File: config.mk
export PLATFORM = sky130hd
export DESIGN_NAME = inst_fetch_flat
export DESIGN_NICKNAME = d
export VERILOG_FILES = /design/src/rtl/inst_fetch_if.sv /design/src/rtl/inst_fetch.sv /design/src/flat_wrapper.sv
export SDC_FILE = /design/constraint.sdc
export NUM_CORES = 1
export LEC_CHECK = 0
export BUFFER_PORTS_ARGS = -buffer_cell sky130_fd_sc_hd__clkbuf_2
export CAP_MARGIN = 20
export CORE_UTILIZATION = 52
export CTS_CLUSTER_DIAMETER = 120
export DETAILED_ROUTE_END_ITERATION = 8
export GPL_TIMING_DRIVEN = 1
export HOLD_SLACK_MARGIN = 0.12
export PLACE_DENSITY = 0.81
export SYNTH_ARGS = -nofsm -noshare
export SYNTH_HDL_FRONTEND = slang
export SYNTH_SLANG_ARGS = --single-unit
File: constraint.sdc
create_clock -name CLK -period 3.7 [get_ports CLK]
set_input_delay 0.37 -clock CLK [delete_from_list [all_inputs] [get_ports CLK]]
set_output_delay 0.37 -clock CLK [all_outputs]
set_load 0.01 [all_outputs]
File: src/rtl/inst_fetch_if.sv
// Fetch-unit bundle: instruction-memory port, decoder handshake, next-PC inputs and error status.
// Signal names follow the memory/decoder port names; "master" is the fetch unit, "slave" is its environment.
interface inst_fetch_if;
    logic        MEM_REQ;
    logic [31:0] MEM_ADDR;
    logic        MEM_ACK;
    logic [31:0] MEM_RDATA;
    logic [31:0] MEM_INST;
    logic        INST_ENB;
    logic [31:0] INST_PC;
    logic        DEC_RDY;
    logic        NEXT_VALID;
    logic        BR_TAKEN;
    logic [2:0]  PC_MUX_SELECT;
    logic [31:0] IMM;
    logic [31:0] ALU_RESULT;
    logic        FETCH_ERR;
    logic [1:0]  ERR_CODE;

    modport master (
        output MEM_REQ, MEM_ADDR, MEM_INST, INST_ENB, INST_PC, FETCH_ERR, ERR_CODE,
        input  MEM_ACK, MEM_RDATA, DEC_RDY, NEXT_VALID, BR_TAKEN, PC_MUX_SELECT, IMM, ALU_RESULT
    );

    modport slave (
        input  MEM_REQ, MEM_ADDR, MEM_INST, INST_ENB, INST_PC, FETCH_ERR, ERR_CODE,
        output MEM_ACK, MEM_RDATA, DEC_RDY, NEXT_VALID, BR_TAKEN, PC_MUX_SELECT, IMM, ALU_RESULT
    );
endinterface

File: src/rtl/inst_fetch.sv
// Non-pipelined instruction fetch: FETCH -> ISSUE -> EXEC loop with one instruction in flight,
// memory timeout, redirect target checking and a sticky error state left only through reset.
module inst_fetch #(
    parameter logic [31:0] RESET_PC = 32'h0000_0000,
    parameter int unsigned TIMEOUT  = 16
) (
    input  logic        CLK,
    input  logic        RST,
    inst_fetch_if.master bus,
    output logic [1:0]  dbg_state_o
);

    typedef enum logic [1:0] {
        S_FETCH = 2'd0,
        S_ISSUE = 2'd1,
        S_EXEC  = 2'd2,
        S_ERROR = 2'd3
    } state_e;

    localparam logic [7:0] TIMEOUT_LAST = 8'(TIMEOUT - 1);

    state_e      state_q;
    logic [31:0] pc_q;
    logic [7:0]  cnt_q;
    logic [31:0] inst_q;
    logic [31:0] inst_pc_q;
    logic        inst_enb_q;
    logic        mem_req_q;
    logic        err_q;
    logic [1:0]  code_q;

    logic [31:0] pc_d;
    logic [1:0]  code_d;

    // Redirect target and its legality; only consumed on NEXT_VALID in EXEC.
    always_comb begin
        pc_d   = inst_pc_q + 32'd4;
        code_d = 2'd0;
        if (bus.BR_TAKEN) begin
            case (bus.PC_MUX_SELECT)
                3'd0:    pc_d = inst_pc_q + bus.IMM;
                3'd1:    pc_d = bus.ALU_RESULT & 32'hFFFF_FFFE;
                default: code_d = 2'd3;
            endcase
        end
        if (code_d == 2'd0 && pc_d[1:0] != 2'b00) begin
            code_d = 2'd2;
        end
    end

    always_ff @(posedge CLK) begin
        if (RST) begin
            state_q    <= S_FETCH;
            pc_q       <= RESET_PC;
            cnt_q      <= 8'd0;
            inst_q     <= 32'd0;
            inst_pc_q  <= 32'd0;
            inst_enb_q <= 1'b0;
            mem_req_q  <= 1'b1;
            err_q      <= 1'b0;
            code_q     <= 2'd0;
        end else begin
            case (state_q)
                S_FETCH: begin
                    // An ACK in the last allowed cycle still counts as a response.
                    if (bus.MEM_ACK) begin
                        inst_q     <= bus.MEM_RDATA;
                        inst_pc_q  <= pc_q;
                        inst_enb_q <= 1'b1;
                        mem_req_q  <= 1'b0;
                        state_q    <= S_ISSUE;
                    end else if (cnt_q == TIMEOUT_LAST) begin
                        mem_req_q <= 1'b0;
                        err_q     <= 1'b1;
                        code_q    <= 2'd1;
                        state_q   <= S_ERROR;
                    end else begin
                        cnt_q <= cnt_q + 8'd1;
                    end
                end
                S_ISSUE: begin
                    if (bus.DEC_RDY) begin
                        inst_enb_q <= 1'b0;
                        state_q    <= S_EXEC;
                    end
                end
                S_EXEC: begin
                    if (bus.NEXT_VALID) begin
                        if (code_d != 2'd0) begin
                            err_q   <= 1'b1;
                            code_q  <= code_d;
                            state_q <= S_ERROR;
                        end else begin
                            pc_q      <= pc_d;
                            cnt_q     <= 8'd0;
                            mem_req_q <= 1'b1;
                            state_q   <= S_FETCH;
                        end
                    end
                end
                default: begin
                    state_q <= S_ERROR;
                end
            endcase
        end
    end

    // MEM_REQ is forced low while reset is held, independent of the registered value.
    assign bus.MEM_REQ   = mem_req_q & ~RST;
    assign bus.MEM_ADDR  = pc_q;
    assign bus.MEM_INST  = inst_q;
    assign bus.INST_ENB  = inst_enb_q;
    assign bus.INST_PC   = inst_pc_q;
    assign bus.FETCH_ERR = err_q;
    assign bus.ERR_CODE  = code_q;
    assign dbg_state_o   = state_q;

endmodule
File: src/flat_wrapper.sv
// flat-port wrapper written by rule: the top's interface ports become plain ports
module inst_fetch_flat 
#(
    parameter logic [31:0] RESET_PC = 32'h0000_0000,
    parameter int unsigned TIMEOUT  = 16
)
  (CLK, RST, dbg_state_o, bus_MEM_REQ, bus_MEM_ADDR, bus_MEM_INST, bus_INST_ENB, bus_INST_PC, bus_FETCH_ERR, bus_ERR_CODE, bus_MEM_ACK, bus_MEM_RDATA, bus_DEC_RDY, bus_NEXT_VALID, bus_BR_TAKEN, bus_PC_MUX_SELECT, bus_IMM, bus_ALU_RESULT);
  inst_fetch_if bus_i ();
  input  logic CLK;
  input  logic RST;
  output logic [1:0] dbg_state_o;
  output wire logic [$bits(bus_i.MEM_REQ)-1:0] bus_MEM_REQ;
  output wire logic [$bits(bus_i.MEM_ADDR)-1:0] bus_MEM_ADDR;
  output wire logic [$bits(bus_i.MEM_INST)-1:0] bus_MEM_INST;
  output wire logic [$bits(bus_i.INST_ENB)-1:0] bus_INST_ENB;
  output wire logic [$bits(bus_i.INST_PC)-1:0] bus_INST_PC;
  output wire logic [$bits(bus_i.FETCH_ERR)-1:0] bus_FETCH_ERR;
  output wire logic [$bits(bus_i.ERR_CODE)-1:0] bus_ERR_CODE;
  input wire logic [$bits(bus_i.MEM_ACK)-1:0] bus_MEM_ACK;
  input wire logic [$bits(bus_i.MEM_RDATA)-1:0] bus_MEM_RDATA;
  input wire logic [$bits(bus_i.DEC_RDY)-1:0] bus_DEC_RDY;
  input wire logic [$bits(bus_i.NEXT_VALID)-1:0] bus_NEXT_VALID;
  input wire logic [$bits(bus_i.BR_TAKEN)-1:0] bus_BR_TAKEN;
  input wire logic [$bits(bus_i.PC_MUX_SELECT)-1:0] bus_PC_MUX_SELECT;
  input wire logic [$bits(bus_i.IMM)-1:0] bus_IMM;
  input wire logic [$bits(bus_i.ALU_RESULT)-1:0] bus_ALU_RESULT;
  assign bus_MEM_REQ = bus_i.MEM_REQ;
  assign bus_MEM_ADDR = bus_i.MEM_ADDR;
  assign bus_MEM_INST = bus_i.MEM_INST;
  assign bus_INST_ENB = bus_i.INST_ENB;
  assign bus_INST_PC = bus_i.INST_PC;
  assign bus_FETCH_ERR = bus_i.FETCH_ERR;
  assign bus_ERR_CODE = bus_i.ERR_CODE;
  assign bus_i.MEM_ACK = bus_MEM_ACK;
  assign bus_i.MEM_RDATA = bus_MEM_RDATA;
  assign bus_i.DEC_RDY = bus_DEC_RDY;
  assign bus_i.NEXT_VALID = bus_NEXT_VALID;
  assign bus_i.BR_TAKEN = bus_BR_TAKEN;
  assign bus_i.PC_MUX_SELECT = bus_PC_MUX_SELECT;
  assign bus_i.IMM = bus_IMM;
  assign bus_i.ALU_RESULT = bus_ALU_RESULT;
  inst_fetch #(.RESET_PC(RESET_PC), .TIMEOUT(TIMEOUT)) u_core (.CLK(CLK), .RST(RST), .bus(bus_i), .dbg_state_o(dbg_state_o));
endmodule
==> out/qor.yml <==
status: "finished clean"
dp.final_hpwl_microns: 14500
synth_area_sq_um: 6770
ys_seq_area_frac: 0.328
top_usage_layer: "met2"
post_cts_resized: 0
first_iter_violations: 492
grt_pass1_wl_microns: 30800
slew_headroom: 0.475
post-route-period-util: 0.858
cts_max_level: 3
grt_max_degree: 57
drt_first_pass_iters: 7
final.min_clock_period_ps: 3180
fin_area_sq_um: 8240
diodes: 0
cp.arrival_ps: 3420
crit_path_max_fanout: 11
critical-path-slowest-cell: "a2111oi_0"
p_total_mw: 2.82
antenna_found_initial: 0
finalMaxSlewViolations: 0
drc: 0
post-cts-setup-buffers: 0
required_ps: 3950
holdWs_ps: 213
root_buffer: "clkbuf_16"
viasPerCell: 5.70
hp-class: "in2reg"
critPathMaxStageDelay_ps: 470
post_dp_cell_area_sq_um: 7920
clock_latency_ps: 370
grt_pass1_vias: 6302
grtUsageTotal: 0.292
postLayoutCoreUtil: 0.651
use_met1: 0.374
ios: 208
fmax_mhz: 315
nets: 1209
finalHoldViolations: 0
drive_above_1_share: 0.236
fillers: 1154
synthCells: 894
numClockSinks: 111
critical_path.cell_chain: "ha_1 > inv_1 > fa_1 > or3b_2 > a21oi_2 > o211ai_1 > nor2_2 > buf_4 > nor2_1 > a2111oi_0 > a211oi_1"
die_h_microns: 116
yosysUniqueCellTypes: 71
skew_ps: 5.21
ys_async_sr_fraction: 0
vias: 7102
setup_violations: 0
numCtsBuffers: 9
grt_use_met3: 0.0566
cts_max_path_buffers: 2
crit_type: "reg2reg"
syn_nets: 1033
rsz0062_at_grt: "no"
drv_cap: 0
grt_overflow: 0
wl_per_cell_microns: 15.8
final_cell_mix: "205 x nand2_1, 205 x clkbuf_2, 130 x a21oi_1"
cts_tree: "done"
irDropWorstVdd_uv: 312
start_util: 0.535
portBuffers: 206
p_leak_nw: 3.63
ant_nets: 0
worst_slew_pin_slew_ps: 784
postCtsHoldBufs: 0
synth_edf_count: 0
critPathLaunchType: "flop"
synth_ff_type: "dfxtp_1"
cp-end-kind: "flop"
pwr_density_cell_nw_per_um2: 342
coreArea_sq_um: 12700
ys_ff_latch: 111
syn_to_final_growth_pct: 21.7
yosys_warnings: 0
clkTransAtPathRegs_ps: 80
die_area_sq_um: 13500
num_rows: 41
grt_util_met2: 0.495
finalSetupTns_ps: 0
die_w_microns: 116
place_congestion: 0.953
wl_microns: 19700
synth_area_per_cell_sq_um: 7.58
[power by group]
group	internal [mW]	leakage (nW)	total (mW)	switching [mW]
combinational	0.178	2.57	0.483	0.304
clock	0.549	0.159	1.05	0.502
sequential	1.25	0.900	1.28	0.0391
total	1.97	3.63	2.82	0.845
[worst max-delay path, delay by kind of cell, from the launching register on]
kind            cells  cell delay [ps]
compound gates      4              910
buf+inv             2              270
flops               1              380
simple gates        3              830
fa+ha+maj           2              650
[metrics by stage]
| stage | std cells | setup WS, ps |
|---|---|---|
| 6_report | 1247 | 524 |
| 3_3_place_gp | 1231 | 524 |
| 3_5_place_dp | 1231 | 461 |
| 2_1_floorplan | 894 | 750 |
| 5_1_grt | 1247 | 232 |
| 4_1_cts | 1247 | 519 |
[synthesized netlist by cell type (5+ instances only)]
cell type | count | area, sq um
a211oi_1 | 13 | 97.6
a21o_1 | 15 | 113
a21oi_1 | 130 | 651
and2_1 | 5 | 31.3
and3_1 | 12 | 75.1
and4_1 | 6 | 52.6
clkbuf_1 | 48 | 180
dfxtp_1 | 111 | 2220
ha_1 | 33 | 413
inv_1 | 11 | 41.3
mux2i_1 | 7 | 70.1
nand2_1 | 205 | 769
nand2b_1 | 11 | 68.8
nand3_1 | 22 | 110
nand4_1 | 12 | 75.1
nor2_1 | 43 | 161
nor2b_1 | 6 | 37.5
nor3_1 | 11 | 55.1
nor3b_1 | 6 | 45.0
o211ai_1 | 23 | 173
o21ai_0 | 26 | 130
o21bai_1 | 5 | 37.5
xnor2_1 | 25 | 219
xor2_1 | 31 | 272
[area by class of cell]
type	count	area [sq um]	area share
flip-flops and latches	111	2220	0.270
inverters	11	41.3	0.00501
multi-input cells	719	4320	0.524
clock inverters	7	97.6	0.0118
well taps	172	215	0.0261
repair buffers	218	1120	0.136
clock buffers	9	225	0.0273
[logic make-up after synthesis]
| logic type | share of synthesized area |
|---|---|
| buffers and inverters | 0.0360 |
| xor gates and xnor gates | 0.0724 |
| adders and majority gates | 0.0639 |
| DFF | 0.328 |
| and+or+nand+nor | 0.240 |
| muxes | 0.0103 |
| AOI/OAI and AO/OA | 0.249 |
[state kept, by name, summed over array words and instances, names as in the netlist]
register              cells
u_core.bus.INST_PC       32
u_core.bus.MEM_INST      32
u_core.bus.FETCH_ERR      1
u_core.mem_req_q          1
u_core.bus.INST_ENB       1
u_core.dbg_state_o        2
u_core.bus.MEM_ADDR      32
u_core.bus.ERR_CODE       2
u_core.cnt_q              8
[worst paths after layout]
check / endpoint / depth (start not counted) / start / slack, ps
hold reg to reg: u_core.bus.MEM_INST[19] / 2 / u_core.bus.MEM_INST[19] / 460
setup reg to reg: u_core.bus.MEM_ADDR[30] / 11 / u_core.bus.INST_PC[0] / 520
setup / recovery: u_core.bus.MEM_ADDR[30] / 11 / u_core.bus.INST_PC[0] / 520
hold / removal: u_core.bus.MEM_INST[12] / 3 / bus_MEM_RDATA[12] / 210
[metal layers]
layer / vias to the layer above / routed length (microns)
met5: - / 0
met4: 0 / 340
met3: 30 / 1170
met2: 238 / 9560
met1: 3304 / 8630
li1: 3530 / -
Note: power is estimated with default switching activity, not from simulation.
